**config.mk**
```make
export PLATFORM = sky130hd
export DESIGN_NAME = priv_1_12_trap_sequencer
export DESIGN_NICKNAME = d
export VERILOG_FILES = /design/src/rtl/priv_1_12_trap_sequencer.sv
export SDC_FILE = /design/constraint.sdc
export NUM_CORES = 1
export LEC_CHECK = 0
export ABC_AREA = 1
export CAP_MARGIN = 25
export CORE_ASPECT_RATIO = 0.5
export CORE_UTILIZATION = 50
export DETAILED_ROUTE_END_ITERATION = 10
export PLACE_DENSITY = 0.84
export SYNTH_ARGS = -nofsm -noshare
export SYNTH_HDL_FRONTEND = slang
export SYNTH_SLANG_ARGS = --single-unit
export TNS_END_PERCENT = 100
```
**constraint.sdc**
```tcl
create_clock -name CLK -period 4.05 [get_ports CLK]
set_input_delay 0.81 -clock CLK [delete_from_list [all_inputs] [get_ports CLK]]
set_output_delay 0.81 -clock CLK [all_outputs]
set_load 0.02 [all_outputs]
```
**src/rtl/priv_1_12_trap_sequencer.sv**
```systemverilog
// priv_1_12_trap_sequencer
//   Sequences the PC redirect for M-mode traps and MRET. A trap (intr) or
//   return (mret) seen in IDLE starts a pipeline drain; once the pipeline
//   reports pipe_clear the target is computed from mtvec/mcause (trap) or
//   mepc (return) and presented on priv_pc with a one-cycle insert_pc strobe.
//   sret/uret are not sequenced here; they are illegal instructions upstream.
//
// Ports
//   CLK, nRST      clock (rising edge), asynchronous active-low reset
//   intr           trap pending (level)
//   mret           MRET in commit stage (level)
//   pipe_clear     pipeline has no hazards / in-flight ops
//   curr_mtvec     [31:2] BASE, [1:0] MODE
//   curr_mcause    [31] interrupt flag, [30:0] cause code
//   curr_mepc      return address
//   flush_req      drain request, high only while draining
//   busy           sequencer not idle
//   insert_pc      one-cycle redirect strobe
//   priv_pc        redirect target, held between strobes
//   timeout_err    sticky drain-timeout flag
//   state_dbg      current FSM state (for checkers)
//
// Handshake: insert_pc is a pure strobe with no back-pressure. priv_pc is
// valid in the cycle insert_pc=1 and holds its value afterwards; the consumer
// must take the redirect in that single cycle.

module priv_1_12_trap_sequencer #(
  parameter int unsigned FLUSH_TIMEOUT = 64
) (
  input  logic        CLK,
  input  logic        nRST,
  input  logic        intr,
  input  logic        mret,
  input  logic        pipe_clear,
  input  logic [31:0] curr_mtvec,
  input  logic [31:0] curr_mcause,
  input  logic [31:0] curr_mepc,
  output logic        flush_req,
  output logic        busy,
  output logic        insert_pc,
  output logic [31:0] priv_pc,
  output logic        timeout_err,
  output logic [2:0]  state_dbg
);

  localparam logic [2:0] S_IDLE    = 3'd0;
  localparam logic [2:0] S_DRAIN   = 3'd1;
  localparam logic [2:0] S_CALC    = 3'd2;
  localparam logic [2:0] S_INSERT  = 3'd3;
  localparam logic [2:0] S_RELEASE = 3'd4;

  localparam logic [1:0] K_NONE = 2'd0;
  localparam logic [1:0] K_TRAP = 2'd1;
  localparam logic [1:0] K_RET  = 2'd2;

  localparam bit TIMEOUT_EN = (FLUSH_TIMEOUT != 0);
  localparam int unsigned CW = TIMEOUT_EN ? $clog2(FLUSH_TIMEOUT + 1) : 1;
  localparam logic [CW-1:0] CNT_MAX = TIMEOUT_EN ? CW'(FLUSH_TIMEOUT) : '0;

  logic [2:0]    state, state_nxt;
  logic [1:0]    kind, kind_nxt;
  logic [CW-1:0] cnt, cnt_nxt;
  logic          set_timeout;

  logic [31:0] vec_base;
  logic [31:0] vec_off;
  logic [31:0] trap_pc;
  logic [31:0] ret_pc;

  // mcause[30] shifts out of a 32-bit target; mepc[1:0] are forced to zero.
  logic unused_bits;
  assign unused_bits = &{1'b0, curr_mcause[30], curr_mepc[1:0]};

  always_comb begin
    vec_base = {curr_mtvec[31:2], 2'b00};
    vec_off  = {curr_mcause[29:0], 2'b00};
    // Only MODE=01 with an interrupt cause vectors; reserved modes act direct.
    if (curr_mtvec[1:0] == 2'b01 && curr_mcause[31]) begin
      trap_pc = vec_base + vec_off;
    end else begin
      trap_pc = vec_base;
    end
    ret_pc = {curr_mepc[31:2], 2'b00};
  end

  always_comb begin
    state_nxt   = state;
    kind_nxt    = kind;
    cnt_nxt     = cnt;
    set_timeout = 1'b0;
    case (state)
      S_IDLE: begin
        cnt_nxt = '0;
        if (intr) begin
          state_nxt = S_DRAIN;
          kind_nxt  = K_TRAP;
        end else if (mret) begin
          state_nxt = S_DRAIN;
          kind_nxt  = K_RET;
        end
      end
      S_DRAIN: begin
        // A trap preempts a pending return; mret never downgrades a trap.
        if (intr && kind == K_RET) begin
          kind_nxt = K_TRAP;
        end
        if (pipe_clear) begin
          state_nxt = S_CALC;
          cnt_nxt   = '0;
        end else begin
          // cnt counts completed DRAIN cycles without pipe_clear, saturating.
          cnt_nxt     = (cnt == CNT_MAX) ? cnt : cnt + 1'b1;
          set_timeout = TIMEOUT_EN && (cnt_nxt == CNT_MAX);
        end
      end
      S_CALC:   state_nxt = S_INSERT;
      S_INSERT: state_nxt = S_RELEASE;
      S_RELEASE: begin
        // Held levels must drop before a new event can be accepted.
        if (!intr && !mret) begin
          state_nxt = S_IDLE;
          kind_nxt  = K_NONE;
        end
      end
      default: begin
        state_nxt = S_IDLE;
        kind_nxt  = K_NONE;
        cnt_nxt   = '0;
      end
    endcase
  end

  always_ff @(posedge CLK or negedge nRST) begin
    if (!nRST) begin
      state       <= S_IDLE;
      kind        <= K_NONE;
      cnt         <= '0;
      priv_pc     <= '0;
      timeout_err <= 1'b0;
    end else begin
      state <= state_nxt;
      kind  <= kind_nxt;
      cnt   <= cnt_nxt;
      // CSR values written on the pipe_clear cycle are already visible here.
      if (state == S_CALC) begin
        priv_pc <= (kind == K_TRAP) ? trap_pc : ret_pc;
      end
      if (set_timeout) begin
        timeout_err <= 1'b1;
      end
    end
  end

  assign flush_req = (state == S_DRAIN);
  assign busy      = (state != S_IDLE);
  assign insert_pc = (state == S_INSERT);
  assign state_dbg = state;

endmodule

```
## Word-level counts from Yosys, hierarchy flattened

Index checks and enable logic that the tools add are counted.

| storage, ports and cells | value |
|---|---|
| flip-flop bits (word level) | 45 |
| input port bits | 101 |

| cells by class | value |
|---|---|
| add/sub/neg operators | 2 |
| equal/unequal tests | 13 |
| multiplexer cells | 17 |
| bitwise logic cells | 1 |
| reductions and logical operators | 11 |

Operators by type and width:

| operator | count |
|---|---|
| 32-bit 2-to-1 mux | 2 |
| 32-bit adder | 1 |
| 3-bit case mux with 5 select lines | 1 |
| 7-bit == test (second input constant) | 2 |
| 7-bit 2-to-1 mux | 2 |
| 7-bit case mux with 2 select lines | 1 |
| 3-bit 2-to-1 mux | 4 |
| 2-bit 2-to-1 mux | 4 |
| 2-bit case mux with 4 select lines | 1 |
| 7-bit by 1-bit adder with 7-bit output (second input constant) | 1 |
| 3-bit by 2-bit == test with 1-bit output (second input constant) | 2 |
| 2-bit by 1-bit == test with 1-bit output (second input constant) | 2 |
| 2-bit != test (second input constant) | 2 |
| 4-bit AND reduction | 1 |
| 3-bit by 1-bit == test with 1-bit output (second input constant) | 1 |
| 3-bit == test (second input constant) | 1 |
| 1-bit logical AND | 3 |
| 3-bit logical NOT | 1 |
| 3-bit != test (second input constant) | 1 |
| 3-bit AND reduction | 1 |
| 3-bit nonzero test | 1 |
| 3-bit OR reduction | 1 |
| 2-bit == test (second input constant) | 1 |
| 1-bit logical NOT | 2 |
| 4 further kinds | 5 |

## Logic depth before layout (Yosys ltp)

Gate-level depths: netlist of the first run.

| depth | value |
|---|---|
| word-level depth | 5 |
| mapped depth | 13 |
| gate-level depth less buffers | 13 |

## Worst setup path after synthesis of the first run

Ideal clock, no wire load.

| timing path | value |
|---|---|
| path kind | in2reg |
| start | input curr_mtvec[2] |
| end | register priv_pc[22] |
| setup time | 0.122 ns |
| data arrival time | 2.177 ns |
| required time | 3.928 ns |
| path slack | 1.751 ns |
| cell stages on the path | 12 |
| cells stage by stage | ha_1 -> fa_1 -> nand3_1 -> nand3_2 -> nand3_1 -> nand3_1 -> nand3_1 -> nand2_1 -> nand2_1 -> nand3_1 -> nand2_1 -> a21oi_1 |

| on the way | value |
|---|---|
| longest elaborated chain between the ends | 3 |

RTL lines:

| what | RTL line | RTL |
|---|---|---|
| start: declaration | 35 | `input logic [31:0] curr_mtvec,` |
| 32-bit adder | 79 | `trap_pc = vec_base + vec_off;` |
| 32-bit 2-to-1 mux | 78 | `if (curr_mtvec[1:0] == 2'b01 && curr_mcause[31]) begin` |
| 32-bit 2-to-1 mux | 146 | `priv_pc <= (kind == K_TRAP) ? trap_pc : ret_pc;` |
| end signal: assignment | 146 |  |
| end: declaration | 41 | `output logic [31:0] priv_pc,` |

Every way passes these cells.
A chain may end at the register's enable or synchronous reset.

## Worst setup path after layout of the first run

| timing path | value |
|---|---|
| start | input curr_mtvec[2] |
| end | register priv_pc[14] |

Same word-level chain as after synthesis.

==> metrics.md, run 1 <==
| Metric | Value |
|---|---|
| Fraction of the mapped netlist area in compound gates | `14.3%` |
| Adder and majority cell fraction of the synthesized area | `around 8.8%` |
| Total detailed-routing wirelength | `15100 um` |
| Portion of the post-synthesis area used by sequential elements | `a little under a quarter` |
| Share of synthesized flip-flops with an asynchronous set or reset | `100%` |
| Type of element capturing the critical path | `flop` |
| Clock insertion delay at the later pin of the skew report | `about 280 ps` |
| Antenna violation net count after detailed routing | `0` |
| Share of synthesized area spent on multiplexers | `0%` |
| Power consumption | `~2.9 mW` |
| Count of port buffers added during placement | `approximately 130` |
| Fraction of power consumed by combinational cells | `around 61%` |
| Status | `completed` |
| Share of total power in the clock network | `approximately 14%` |
| Leading cell type in the layout, fill and taps excluded | `sky130_fd_sc_hd__nand2_1` |
| Average via count per standard cell | `approximately 5.3` |
| Leakage power | `slightly above 3 nW` |
| Predominant post-synthesis flop cell | `sky130_fd_sc_hd__dfrtp_1` |
| Crit path max fanout | `4` |
| Max-slew violations | `0` |
| Largest stage delay, worst path | `460 ps` |
| Type of the setup path with the least slack | `in2reg` |
| Core Rows | `24` |
| Share of total power consumed by net switching | `a little under half` |
| Met2 wirelength from detailed routing | `~6500 um` |
| Pin count of the biggest net entering global routing | `44` |
| EDFF count, synth | `0` |
| Final worst setup slack | `a little over 1000 ps` |
| Via count of the first global-routing pass | `approximately 4600` |
| Clock transition at path regs | `roughly 60 ps` |
| Highest metal layer with signal wires | `met4` |
| Die footprint | `between 9000 and 10000 um2` |
| HP Class | `reg2reg` |
| Arrival time at the worst endpoint | `around 3200 ps` |
| Top Family by Delay on Critical Path | `adder cells` |
| Share of final-layout standard cells stronger than drive strength 1 | `4.89%` |
| Hold_buf cts | `0` |
| Switching power of the nets | `about 1.3 mW` |
| Dominant combinational cell family by area after synthesis | `simple AND/OR/NAND/NOR gates` |
| Clock root buffer master | `sky130_fd_sc_hd__clkbuf_16` |
| Wire length on met3 | `~1200 um` |
| Number of different library cells in the post-synthesis netlist | `37` |
| Avg Synthesized Cell Area | `between 5 and 6 um2` |
| Number of nets in the layout | `around 1000` |
| Seq cells post-synth | `between 40 and 50` |
| Final Cycle Share | `between 70% and 80%` |
| Number of cells on the worst reg-to-reg path | `7` |
| Final Hold Viols | `0` |
| Worst IR Drop VDD | `0.471 mV` |
| Global-route congestion overflow total | `0` |
| Power per Cell Area | `468 nW/um2` |
| Routability congestion estimate | `around 0.95` |
| Shortest period the worst path allows | `~3000 ps` |
| Die Ht | `70.0 um` |
| Number of setup violations in the final report | `0` |
| Worst slew margin relative to its limit | `about a third` |
| Synthesized-area fraction occupied by xor and xnor cells | `~3.2%` |
| Setup repair after global routing missed its margin | `no` |
| Logic depth of the worst path, buffers included | `10` |
| Pre-CTS setup slack | `~830 ps` |
| Iteration-0 DRC Markers | `513` |
| Upper clock frequency limit | `0.332 GHz` |
| Share of synthesized cell area in and, or, nand and nor gates | `38.4%` |
| Core footprint | `8830 um2` |
| Worst path buffer plus inverter count | `1` |
| Clk sink count | `43` |
| Part of the total power dissipated in sequential elements | `approximately 25%` |
| Overall fraction of global-route tracks in use | `31.4%` |
| Via count | `5380` |
| Synth Warn # | `0` |
| Maximum Capacitance Violations | `0` |
| Routed metal-1 wire length | `7210 um` |
| Setup Buffers After CTS | `0` |
| Number of resized instances in the post-cts repair step | `0` |
| Number of top-level pins | `between 100 and 150` |
| Critical path launch point type | `input pin` |
| Cell Area, Synth | `4620 um2` |
| Total DRC errors in the routed layout | `0` |
| Die span in x | `between 100 and 150 um` |
| TritonCTS clock tree | `built` |
| Effective utilization at floorplan | `between 50% and 60%` |
| Pint | `1.56 mW` |
| Global-route wire length before repair | `approximately 23000 um` |
| Setup Skew | `approximately 5.5 ps` |
| Transition time at the pin with the least slew margin | `a little over 1000 ps` |
| Cell breakdown of the critical path | `clkdlybuf4s50_1, ha_1, fa_1, nand3_1, nand3_2, nand3_1, nand3_1, xor2_1, o21ai_0, a21oi_1` |
| Final TNS setup | `0 ps` |
| Critical Path Most Common Cell | `sky130_fd_sc_hd__nand3_1` |
| Worst hold slack | `469 ps` |
| Highest-count cells in the layout ignoring fill and taps | `sky130_fd_sc_hd__nand2_1, sky130_fd_sc_hd__clkdlybuf4s50_1, sky130_fd_sc_hd__nor2_1, sky130_fd_sc_hd__inv_1, sky130_fd_sc_hd__a21oi_1` |
| Area growth, synth to finish | `33.1%` |
| H-tree depth | `2` |
| Buffer levels on the longest clock path | `2` |
| Instance count of the mapped netlist | `~770` |
| Required time of the critical path | `~4200 ps` |
| Total CTS buffers | `5` |
| Initial DRT Pass Iterations | `5` |
| Worst path slowest cell | `sky130_fd_sc_hd__fa_1` |
| Ant diodes | `0` |
| WL/cell | `about 15 um` |
| Initial antenna violation count | `0` |
| Final Core Density | `between 60% and 70%` |
| Hold depth | `1` |
| HPWL after DPL | `~12000 um` |
path summary, 6_finish.rpt:
check                               from  slack, ps           to
setup / recovery           curr_mtvec[2]       1040  priv_pc[14]
hold / removal               timeout_err        470  timeout_err
setup reg to reg                 kind[0]       1880  priv_pc[20]
hold reg to reg              timeout_err        470  timeout_err
max in group asynchronous           nRST       2780       cnt[3]
min in group asynchronous           nRST        680   priv_pc[9]
power groups by stage:
| stage | logic, mW | registers (mW) | clock network (mW) |
|---|---|---|---|
| after floorplan | 0.831 | 0.909 | 0 |
| after global placement | 1.68 | 0.718 | 0 |
| after detailed placement | 1.71 | 0.724 | 0 |
| after CTS | 1.74 | 0.719 | 0.401 |
| after global routing | 1.90 | 0.743 | 0.419 |
| final | 1.76 | 0.722 | 0.399 |
worst reg2reg max path, delay by kind of cell (launching register included):
family	cells	cell delay, ps
simple gates	2	190
flops	1	380
compound gates	2	340
buf+inv	3	1130
sequential cells by signal, summed over array words and instances, names as in the netlist:
register and count:
state_dbg 3, cnt 7, priv_pc 30, kind 2, timeout_err 1
per-layer routing:
metal	track usage, %	up-vias
met5	0	-
met4	5.92	0
met3	3.99	21
met2	47.6	213
met1	47.5	2455
li1	-	2691
stage by stage:
step / area [um2] / instances
5_1_grt: 6150 / 1017
4_1_cts: 6150 / 1017
2_1_floorplan: 4620 / 775
6_report: 6150 / 1017
3_3_place_gp: 6010 / 1010
3_5_place_dp: 6010 / 1010
logic make-up (layout without fill, tap and decap cells):
family	Yosys count	in the layout
adder cells (fa/ha/maj)	32	32
other	1	2
AO/OA/AOI/OAI	124	124
AND/OR/NAND/NOR	426	426
XOR/XNOR	17	17
buffers and inverters	131	256
flip-flops	43	43
cell type report:
class	count	area (um2)
flip-flops and latches	43	1080
well taps	117	146
repair buffers	137	1360
inverters	112	420
clock inverters	1	5.00
clock buffers	6	139
fillers	789	2680
multi-input cells	601	3010
cell usage after synthesis (6+ instances only):
library cell,count,area share [%]
sky130_fd_sc_hd__dfrtp_1,43,23
sky130_fd_sc_hd__xor2_1,11,2.1
sky130_fd_sc_hd__nand2_2,11,1.5
sky130_fd_sc_hd__nand2_1,213,17
sky130_fd_sc_hd__nand3_1,52,5.6
sky130_fd_sc_hd__o21ai_0,22,2.4
sky130_fd_sc_hd__nor2_1,126,10
sky130_fd_sc_hd__a21oi_1,84,9.1
sky130_fd_sc_hd__ha_1,31,8.4
sky130_fd_sc_hd__nor2_2,8,1.1
sky130_fd_sc_hd__inv_1,108,8.8
sky130_fd_sc_hd__xnor2_1,6,1.1
sky130_fd_sc_hd__clkbuf_1,10,0.81
Power figures use the tool's default switching activity.
==> inputs of run 2 (changes only) <==
--- a/config.mk
+++ b/config.mk
@@ -8,9 +8,9 @@
 export ABC_AREA = 1
 export CAP_MARGIN = 25
 export CORE_ASPECT_RATIO = 0.5
-export CORE_UTILIZATION = 50
+export CORE_UTILIZATION = 44
 export DETAILED_ROUTE_END_ITERATION = 10
-export PLACE_DENSITY = 0.84
+export PLACE_DENSITY = 0.79
 export SYNTH_ARGS = -nofsm -noshare
 export SYNTH_HDL_FRONTEND = slang
 export SYNTH_SLANG_ARGS = --single-unit
==> constraint.sdc (replaced) <==
create_clock -name CLK -period 2.6 [get_ports CLK]
set_input_delay 0.52 -clock CLK [delete_from_list [all_inputs] [get_ports CLK]]
set_output_delay 0.52 -clock CLK [all_outputs]
set_load 0.02 [all_outputs]
==> run 2 against run 1 <==
Against the previous run: hold slack got worse by 250 ps; via count rose by 0.61%; clock-buffer cell count unchanged; register-to-register slack got worse by 1200 ps; utilization down 7.5 points; die area grew 13%; critical path type unchanged.
==> metrics.md, run 2 (synthesis gave the netlist of run 1 again) <==
| Metric | Value |
|---|---|
| Status | `completed` |
| Required time of the critical path | `2770 ps (-1420 ps)` |
| Setup Skew | `3.61 ps (-1.94 ps)` |
| Die footprint | `10900 um2 (+13%)` |
| Share of final-layout standard cells stronger than drive strength 1 | `7.29% (+2.4 points)` |
| Pre-CTS setup slack | `-235 ps (-1060 ps)` |
| Routability congestion estimate | `0.927 (-1.9%)` |
| Largest stage delay, worst path | `470 ps (about the same)` |
| Number of nets in the layout | `1053 (+1.9%)` |
| Grt peak-use layer | `met2` |
| Worst IR Drop VDD | `0.423 mV (-10%)` |
| Leading cell type in the layout, fill and taps excluded | `sky130_fd_sc_hd__nand2_1` |
| Largest register by flop count | `priv_pc` |
| Worst path slowest cell | `sky130_fd_sc_hd__clkdlybuf4s50_1` |
| Maximum Capacitance Violations | `0 (unchanged)` |
| Upper clock frequency limit | `roughly 0.41 GHz` |
| Initial DRT Pass Iterations | `5 (unchanged)` |
| Effective utilization at floorplan | `45.2% (-7.1 points)` |
| Clock transition at path regs | `60 ps (about the same)` |
| Final Hold Viols | `0 (unchanged)` |
| Hold_buf cts | `0 (unchanged)` |
| Worst slew margin relative to its limit | `63.9% (+32 points)` |
| Setup repair after global routing missed its margin | `no` |
| Critical path launch point type | `input pin` |
| Final Cycle Share | `between 90% and 100%` |
| Crit path max fanout | `3 (-1)` |
| Flip-flop count of the largest register, all copies and words added | `30 (unchanged)` |
| Via count of the first global-routing pass | `4860 (+4.6%)` |
| Iteration-0 DRC Markers | `401 (-22%)` |
| Average via count per standard cell | `5.11 (-3.4%)` |
| Number of top-level pins | `140 (unchanged)` |
| Clock insertion delay at the later pin of the skew report | `280 ps (about the same)` |
| Ant diodes | `0 (unchanged)` |
| Number of setup violations in the final report | `0 (unchanged)` |
| Highest-count cells in the layout ignoring fill and taps | `sky130_fd_sc_hd__nand2_1, sky130_fd_sc_hd__clkdlybuf4s50_1, sky130_fd_sc_hd__nor2_1, sky130_fd_sc_hd__inv_1, sky130_fd_sc_hd__a21oi_1` |
| Leakage power | `3.16 nW (+3.2%)` |
| H-tree depth | `2 (unchanged)` |
| Area growth, synth to finish | `37.6%` |
| Max-slew violations | `0 (unchanged)` |
| Arrival time at the worst endpoint | `2590 ps (-570 ps)` |
| Pin count of the biggest net entering global routing | `47 (+6.8%)` |
| HP Class | `in2async` |
| Global-route congestion overflow total | `0 (unchanged)` |
| Die Ht | `74.5 um (+6.4%)` |
| Met1 Track Usage GR | `40.0% (-7.5 points)` |
| Type of the setup path with the least slack | `in2reg` |
| Cell breakdown of the critical path | `clkdlybuf4s50_1, buf_4, ha_1, nand3_1, nand3_1, nand3_1, nand3_2, xor2_1, o21ai_0, buf_4, a21oi_1` |
| Critical Path Most Common Cell | `sky130_fd_sc_hd__nand3_1` |
| Core footprint | `10200 um2 (+16%)` |
| Count of port buffers added during placement | `134 (unchanged)` |
| Antenna violation net count after detailed routing | `0 (unchanged)` |
| Shortest period the worst path allows | `approximately 2400 ps` |
| WL/cell | `14.1 um (-5.2%)` |
| Clock root buffer master | `sky130_fd_sc_hd__clkbuf_16` |
| Transition time at the pin with the least slew margin | `541 ps (-480 ps)` |
| Met3 global-route usage | `3.50% (-0.50 points)` |
| Buffer levels on the longest clock path | `2 (unchanged)` |
| Die span in x | `147 um (+6.5%)` |
| Overall fraction of global-route tracks in use | `27.4% (-4.0 points)` |
| Total detailed-routing wirelength | `14900 um (-1.3%)` |
| Via count | `5413 (+0.61%)` |
| Grt met2 use | `44.2% (-3.4 points)` |
| Initial antenna violation count | `1 (+1)` |
| Power per Cell Area | `707 nW/um2 (+51%)` |
| Total CTS buffers | `5 (unchanged)` |
| TritonCTS clock tree | `built` |
| Clk sink count | `43 (unchanged)` |
| Worst hold slack | `223 ps (-246 ps)` |
| Core Rows | `26 (+8.3%)` |
| Type of element capturing the critical path | `flop` |
| HPWL after DPL | `12300 um (+2.4%)` |
| Final worst setup slack | `178 ps (-858 ps)` |
| Global-route wire length before repair | `23500 um (+1.7%)` |
| Total DRC errors in the routed layout | `0 (unchanged)` |
-- run 2: per-layer routing --
layer / vias to the layer above / share of wire [%]
met5: - / 0.060
met4: 2 / 0.70
met3: 11 / 6.6
met2: 172 / 44
met1: 2506 / 49
li1: 2722 / -
-- run 2: path summary, 6_finish.rpt --
path | from | end | slack [ps] | cells past startpoint
setup reg to reg | kind[1] | priv_pc[13] | 650 | 7
max in group asynchronous | nRST | priv_pc[11] | 1790 | 2
min in group CLK | timeout_err | timeout_err | 480 | 1
hold / removal | nRST | priv_pc[25] | 220 | 1
setup / recovery | curr_mtvec[3] | priv_pc[13] | 180 | 11
hold reg to reg | timeout_err | timeout_err | 480 | 1
-- run 2: final cells by class --
type	count	area, um2
Tap cell	140	175
Inverter	112	420
Clock buffer	6	129
Sequential cell	43	1080
Fill cell	973	3860
Multi-Input combinational cell	601	3020
Timing Repair Buffer	157	1530
-- run 2: repair_timing --
action / CTS / global route
setup endpoints to repair: 0 / 6
setup buffers: 0 / 0
resized for setup: 0 / 6
-- run 2: critical path: cells and delay by family --
family	cells	cell delay, ps
buffers and inverters	3	810
adders and majority gates	1	290
AOI/OAI and AO/OA	2	360
xor gates and xnor gates	1	150
and+or+nand+nor	4	450
-- run 2: per-stage QoR --
| stage | util, % | instances | area (um2) | power [mW] | setup TNS (ps) |
|---|---|---|---|---|---|
| floorplan | - | 775 | 4620 | 2.71 | 0 |
| global route | 62.2 | 1059 | 6360 | 4.81 | 0 |
| detailed placement | 60.8 | 1053 | 6210 | 3.88 | -1290 |
| global placement | 60.8 | 1053 | 6210 | 3.83 | -680 |
| CTS | 62.1 | 1059 | 6340 | 4.47 | 0 |
| finish | 62.2 | 1059 | 6360 | 4.49 | 0 |
-- run 2: where the power goes --
| part | internal (mW) | switching [mW] | leakage (nW) |
|---|---|---|---|
| Combinational | 1.16 | 1.63 | 2.59 |
| Sequential | 0.951 | 0.174 | 0.507 |
| Clock | 0.345 | 0.233 | 0.0628 |
